### config.mk
export PLATFORM = sky130hd
export DESIGN_NAME = hazard_stall_control
export DESIGN_NICKNAME = d
export VERILOG_FILES = /design/src/rtl/hazard_stall_control.sv
export SDC_FILE = /design/constraint.sdc
export NUM_CORES = 1
export LEC_CHECK = 0
export CORE_MARGIN = 3
export CORE_UTILIZATION = 44
export DETAILED_ROUTE_END_ITERATION = 8
export MAX_ROUTING_LAYER = met4
export PLACE_DENSITY_LB_ADDON = 0.2
export SLEW_MARGIN = 20
export SYNTH_ARGS = -nofsm -noshare
export SYNTH_HDL_FRONTEND = slang
export SYNTH_SLANG_ARGS = --single-unit
### constraint.sdc
create_clock -name clk -period 3.24 [get_ports clk]
set_clock_uncertainty 0.05 [all_clocks]
set_input_delay 0.486 -clock clk [delete_from_list [all_inputs] [get_ports clk]]
set_output_delay 0.486 -clock clk [all_outputs]
set_load 0.02 [all_outputs]
### src/rtl/hazard_stall_control.sv
// Stall/flush controller for the LC-3b five-stage pipeline.
// Produces the per-stage register enables and bubble/flush selects that
// keep the pipeline consistent across load-use hazards, instruction and data
// memory waits and taken branches. It also counts the cycles in which the
// PC does not advance.
module hazard_stall_control #(
  parameter int CNT_W = 16
) (
  input  logic             clk,
  input  logic             reset,
  input  logic             id_valid,
  input  logic [2:0]       id_sr1,
  input  logic [2:0]       id_sr2,
  input  logic             id_sr1_used,
  input  logic             id_sr2_used,
  input  logic             ex_valid,
  input  logic             ex_is_load,
  input  logic [2:0]       ex_dest,
  input  logic             imem_wait,
  input  logic             imem_resp,
  input  logic             mem_access,
  input  logic             dmem_resp,
  input  logic             br_taken,
  output logic             pc_load,
  output logic             if_id_load,
  output logic             id_ex_load,
  output logic             ex_mem_load,
  output logic             mem_wb_load,
  output logic             if_id_flush,
  output logic             id_ex_bubble,
  output logic             ex_mem_bubble,
  output logic             mem_wb_bubble,
  output logic             target_latch,
  output logic             pc_redirect,
  output logic [CNT_W-1:0] stall_cycles
);

  typedef enum logic [1:0] {
    RUN   = 2'd0,
    DWAIT = 2'd1,
    IWAIT = 2'd2,
    REDIR = 2'd3
  } state_t;

  localparam logic [CNT_W-1:0] CNT_ONE = {{(CNT_W-1){1'b0}}, 1'b1};
  localparam logic [CNT_W-1:0] CNT_MAX = {CNT_W{1'b1}};

  state_t state_reg;
  state_t state_next;

  logic dstall;
  logic istall;
  logic lu;
  logic sr1_hit;
  logic sr2_hit;

  assign dstall  = mem_access & ~dmem_resp;
  assign istall  = imem_wait & ~imem_resp;
  assign sr1_hit = id_sr1_used & (id_sr1 == ex_dest);
  assign sr2_hit = id_sr2_used & (id_sr2 == ex_dest);
  assign lu      = id_valid & ex_valid & ex_is_load & (sr1_hit | sr2_hit);

  // State register; reset drops any pending redirect immediately.
  always_ff @(posedge clk or posedge reset) begin
    if (reset) begin
      state_reg <= RUN;
    end else begin
      state_reg <= state_next;
    end
  end

  // Next-state selection. A data stall freezes everything, including a
  // pending redirect, so REDIR survives a data wait.
  always_comb begin
    state_next = state_reg;
    if (state_reg == REDIR) begin
      if (dstall) begin
        state_next = REDIR;
      end else if (imem_resp) begin
        state_next = RUN;
      end else begin
        state_next = REDIR;
      end
    end else if (dstall) begin
      state_next = DWAIT;
    end else if (br_taken && !istall) begin
      state_next = RUN;
    end else if (br_taken) begin
      state_next = REDIR;
    end else if (istall) begin
      state_next = IWAIT;
    end else begin
      state_next = RUN;
    end
  end

  // Output decode: priority chain over reset, data stall, redirect,
  // branch, load-use and fetch wait. DWAIT/IWAIT decode like RUN so the
  // response cycle advances the whole pipeline.
  always_comb begin
    pc_load       = 1'b1;
    if_id_load    = 1'b1;
    id_ex_load    = 1'b1;
    ex_mem_load   = 1'b1;
    mem_wb_load   = 1'b1;
    if_id_flush   = 1'b0;
    id_ex_bubble  = 1'b0;
    ex_mem_bubble = 1'b0;
    mem_wb_bubble = 1'b0;
    target_latch  = 1'b0;
    pc_redirect   = 1'b0;
    if (reset) begin
      pc_load       = 1'b0;
      if_id_load    = 1'b0;
      id_ex_load    = 1'b0;
      ex_mem_load   = 1'b0;
      mem_wb_load   = 1'b0;
      if_id_flush   = 1'b1;
      id_ex_bubble  = 1'b1;
      ex_mem_bubble = 1'b1;
      mem_wb_bubble = 1'b1;
    end else if (dstall) begin
      pc_load       = 1'b0;
      if_id_load    = 1'b0;
      id_ex_load    = 1'b0;
      ex_mem_load   = 1'b0;
      mem_wb_load   = 1'b0;
      mem_wb_bubble = 1'b1;
    end else if (state_reg == REDIR) begin
      // IF/ID still holds a wrong-path instruction, so ID/EX keeps
      // receiving bubbles until the redirected fetch is under way.
      id_ex_bubble = 1'b1;
      if (imem_resp) begin
        pc_redirect = 1'b1;
        if_id_flush = 1'b1;
      end else begin
        pc_load    = 1'b0;
        if_id_load = 1'b0;
      end
    end else if (br_taken && !istall) begin
      if_id_flush   = 1'b1;
      id_ex_bubble  = 1'b1;
      ex_mem_bubble = 1'b1;
    end else if (br_taken) begin
      target_latch  = 1'b1;
      id_ex_bubble  = 1'b1;
      ex_mem_bubble = 1'b1;
      pc_load       = 1'b0;
      if_id_load    = 1'b0;
    end else if (lu || istall) begin
      pc_load      = 1'b0;
      if_id_load   = 1'b0;
      id_ex_bubble = 1'b1;
    end
  end

  // Saturating count of cycles in which the PC is held.
  always_ff @(posedge clk or posedge reset) begin
    if (reset) begin
      stall_cycles <= '0;
    end else if (!pc_load && (stall_cycles != CNT_MAX)) begin
      stall_cycles <= stall_cycles + CNT_ONE;
    end
  end

endmodule

==> out/metrics.csv <==
metric;value;unit
hold_class;reg -> reg;
holdWs;0.454;ns
post_dp_cell_area;0.00156;mm^2
grt_util_met1;0.206;
critPathRequiredTime;2.70;ns
power_density;510;mW/mm^2
drtIter0Drc;20;
worstSetupPathType;in -> out;
cts-root-buf;clkbuf_4;
cts_hold_buffers;0;
path_clk_slew;0.10;ns
status;complete, no violations;
largest_reg_flops;16;
period_minus_slack;2.97;ns
n_antenna_cell;0;
routed_via_density;5.31;
period_share;0.917;
cts_buffer_depth;2;
first_pass_iters;4;
die_area;0.00308;mm^2
cts_sinks;18;
nNetsFinal;175;
end_kind;primary output;
yosys_warnings;0;
cts_made_buffers;3;
synth_top_area_frac;0.418;
ys_ff_latch;18;
syn_inst;105;
chipHeight;55.5;um
peakVddDrop;0.000477;V
htree_levels;1;
worst_pin_slew;0.254;ns
postRouteAntennaNets;0;
yosysMostFrequentCell;xnor2_1;
grt_max_degree;22;
core_area;0.00228;mm^2
drv_cap;0;
wire_per_inst;14.0;um
worst-path-max-fanout;16;
numPortBuffers;47;
cts_resized;0;
grt.met3_usage;0.0561;
final_area;0.00159;mm^2
fmax;0.336;GHz
use_met2;0.302;
synth_top_cells_by_count;xnor2_1, dfrtp_1, nand4_1;
yosys.area.top_type;dfrtp_1;
relSlewSlack;0.831;
rsz0062_at_grt;false;
io-pin-count;48;
num_vias;955;
grt-ovfl-total;0;
p_leak;0.659;nW
synth_fp_nets;127;
die_w;55.5;um
antenna_found_initial;0;
syn_avg_cell_area;10.3;um^2
cts_setup_buffers;0;
rows;17;
synthTopCellsByArea;dfrtp_1, xnor2_1, nand4_1, and3_1, nand2_1;
initial_core_util;0.473;
clock_latency;0.29;ns
synth-edff-count;0;
yosysUniqueCellTypes;27;
grt_pass1_wl;4.40;mm
gp_congestion;0.876;
synth_seq_area_share;0.418;
drcViolationCount;0;
cp.arrival;2.44;ns
dp_hpwl;2.00;mm
drive_gt1_frac;0.0921;
cts_tree;built;
drv_slew;0;
finalHoldViolations;0;
async_reset_ff_frac;1.00;
grtUsageTotal;0.178;
ys.flop_type;dfrtp_1;
start_kind;input pin;
syn_to_final_growth;47.7;%
netlist_area;0.00108;mm^2
tns;0;ns
reg2reg_slack;1.40;ns
routed_wl;2.51;mm
grt_pass1_vias;1003;
setup_violations;0;
busiest_layer;met2;
==> path summary, 6_finish.rpt <==
check	start	endpoint	cells after the start
max	ex_dest[2]	if_id_load	7
min	stall_cycles[14]	stall_cycles[14]	1
max reg2reg	stall_cycles[4]	stall_cycles[1]	5
min reg2reg	stall_cycles[14]	stall_cycles[14]	1
max in group asynchronous	reset	stall_cycles[3]	3
min in group asynchronous	reset	state_reg[1]	3
==> critical path, cell delays in order <==
cell             delay [ns]
clkdlybuf4s50_1        0.46
xnor2_1                0.15
nand4_1                0.11
a21oi_2                0.08
a211o_4                0.42
inv_1                  0.11
clkdlybuf4s50_1        0.62
==> per-stage QoR <==
step / instances / total power [mW] / worst slack (ns) / utilization
6_report: 180 / 0.812 / 0.268 / 0.699
5_1_grt: 180 / 0.868 / 0.196 / 0.699
4_1_cts: 180 / 0.821 / 0.275 / 0.699
3_5_place_dp: 176 / 0.679 / 0.279 / 0.683
3_3_place_gp: 176 / 0.669 / 0.333 / 0.683
2_1_floorplan: 105 / 0.519 / 0.533 / -
==> final cells by class <==
type,count,area (um^2)
clock buffers,4,36.3
flip-flops and latches,18,450
inverters,3,11.3
fillers,186,684
well taps,28,35.0
repair buffers,49,485
multi-input cells,78,573
==> metal layers <==
metal	share of wire	routed length, um	up-vias
met3	0.034	86	6
met5	0	0	-
met1	0.42	1070	462
met2	0.53	1320	22
met4	0.016	40	0
li1	-	-	465
==> cell usage in the layout (no fill, tap or decap) <==
master | netlist | layout
ha_1 | 1 | 1
dfrtp_1 | 18 | 18
clkdlybuf4s50_1 | 0 | 47
and4_4 | 1 | 1
nand3_1 | 3 | 3
mux2_1 | 1 | 1
buf_4 | 3 | 2
xnor2_1 | 21 | 21
o21ai_0 | 4 | 4
clkbuf_8 | 0 | 1
and2_1 | 2 | 2
nand4_1 | 12 | 12
nand2b_1 | 2 | 2
nand2_1 | 8 | 8
a21oi_2 | 1 | 1
a211o_4 | 1 | 1
and2_4 | 1 | 1
clkbuf_4 | 0 | 3
nand3_2 | 2 | 2
and4_1 | 3 | 3
nor3_1 | 1 | 1
a21boi_4 | 1 | 1
a21oi_1 | 4 | 4
inv_1 | 3 | 3
and3_1 | 5 | 5
nand4_4 | 1 | 1
nor2_1 | 3 | 3
==> power by group <==
group / total [mW] / leakage, nW / internal, mW / switching [mW]
Combinational: 0.342 / 0.403 / 0.183 / 0.159
Sequential: 0.331 / 0.236 / 0.273 / 0.0577
Clock: 0.139 / 0.0210 / 0.0685 / 0.0709
==> logic make-up after synthesis <==
logic type | Yosys count | synth area share
compound gates | 11 | 0.0790
xor+xnor | 21 | 0.171
fa+ha+maj | 1 | 0.0116
buf+inv | 9 | 0.0499
flops | 18 | 0.418
mux | 1 | 0.0105
simple gates | 44 | 0.260
(Power assumes the default switching activity.)
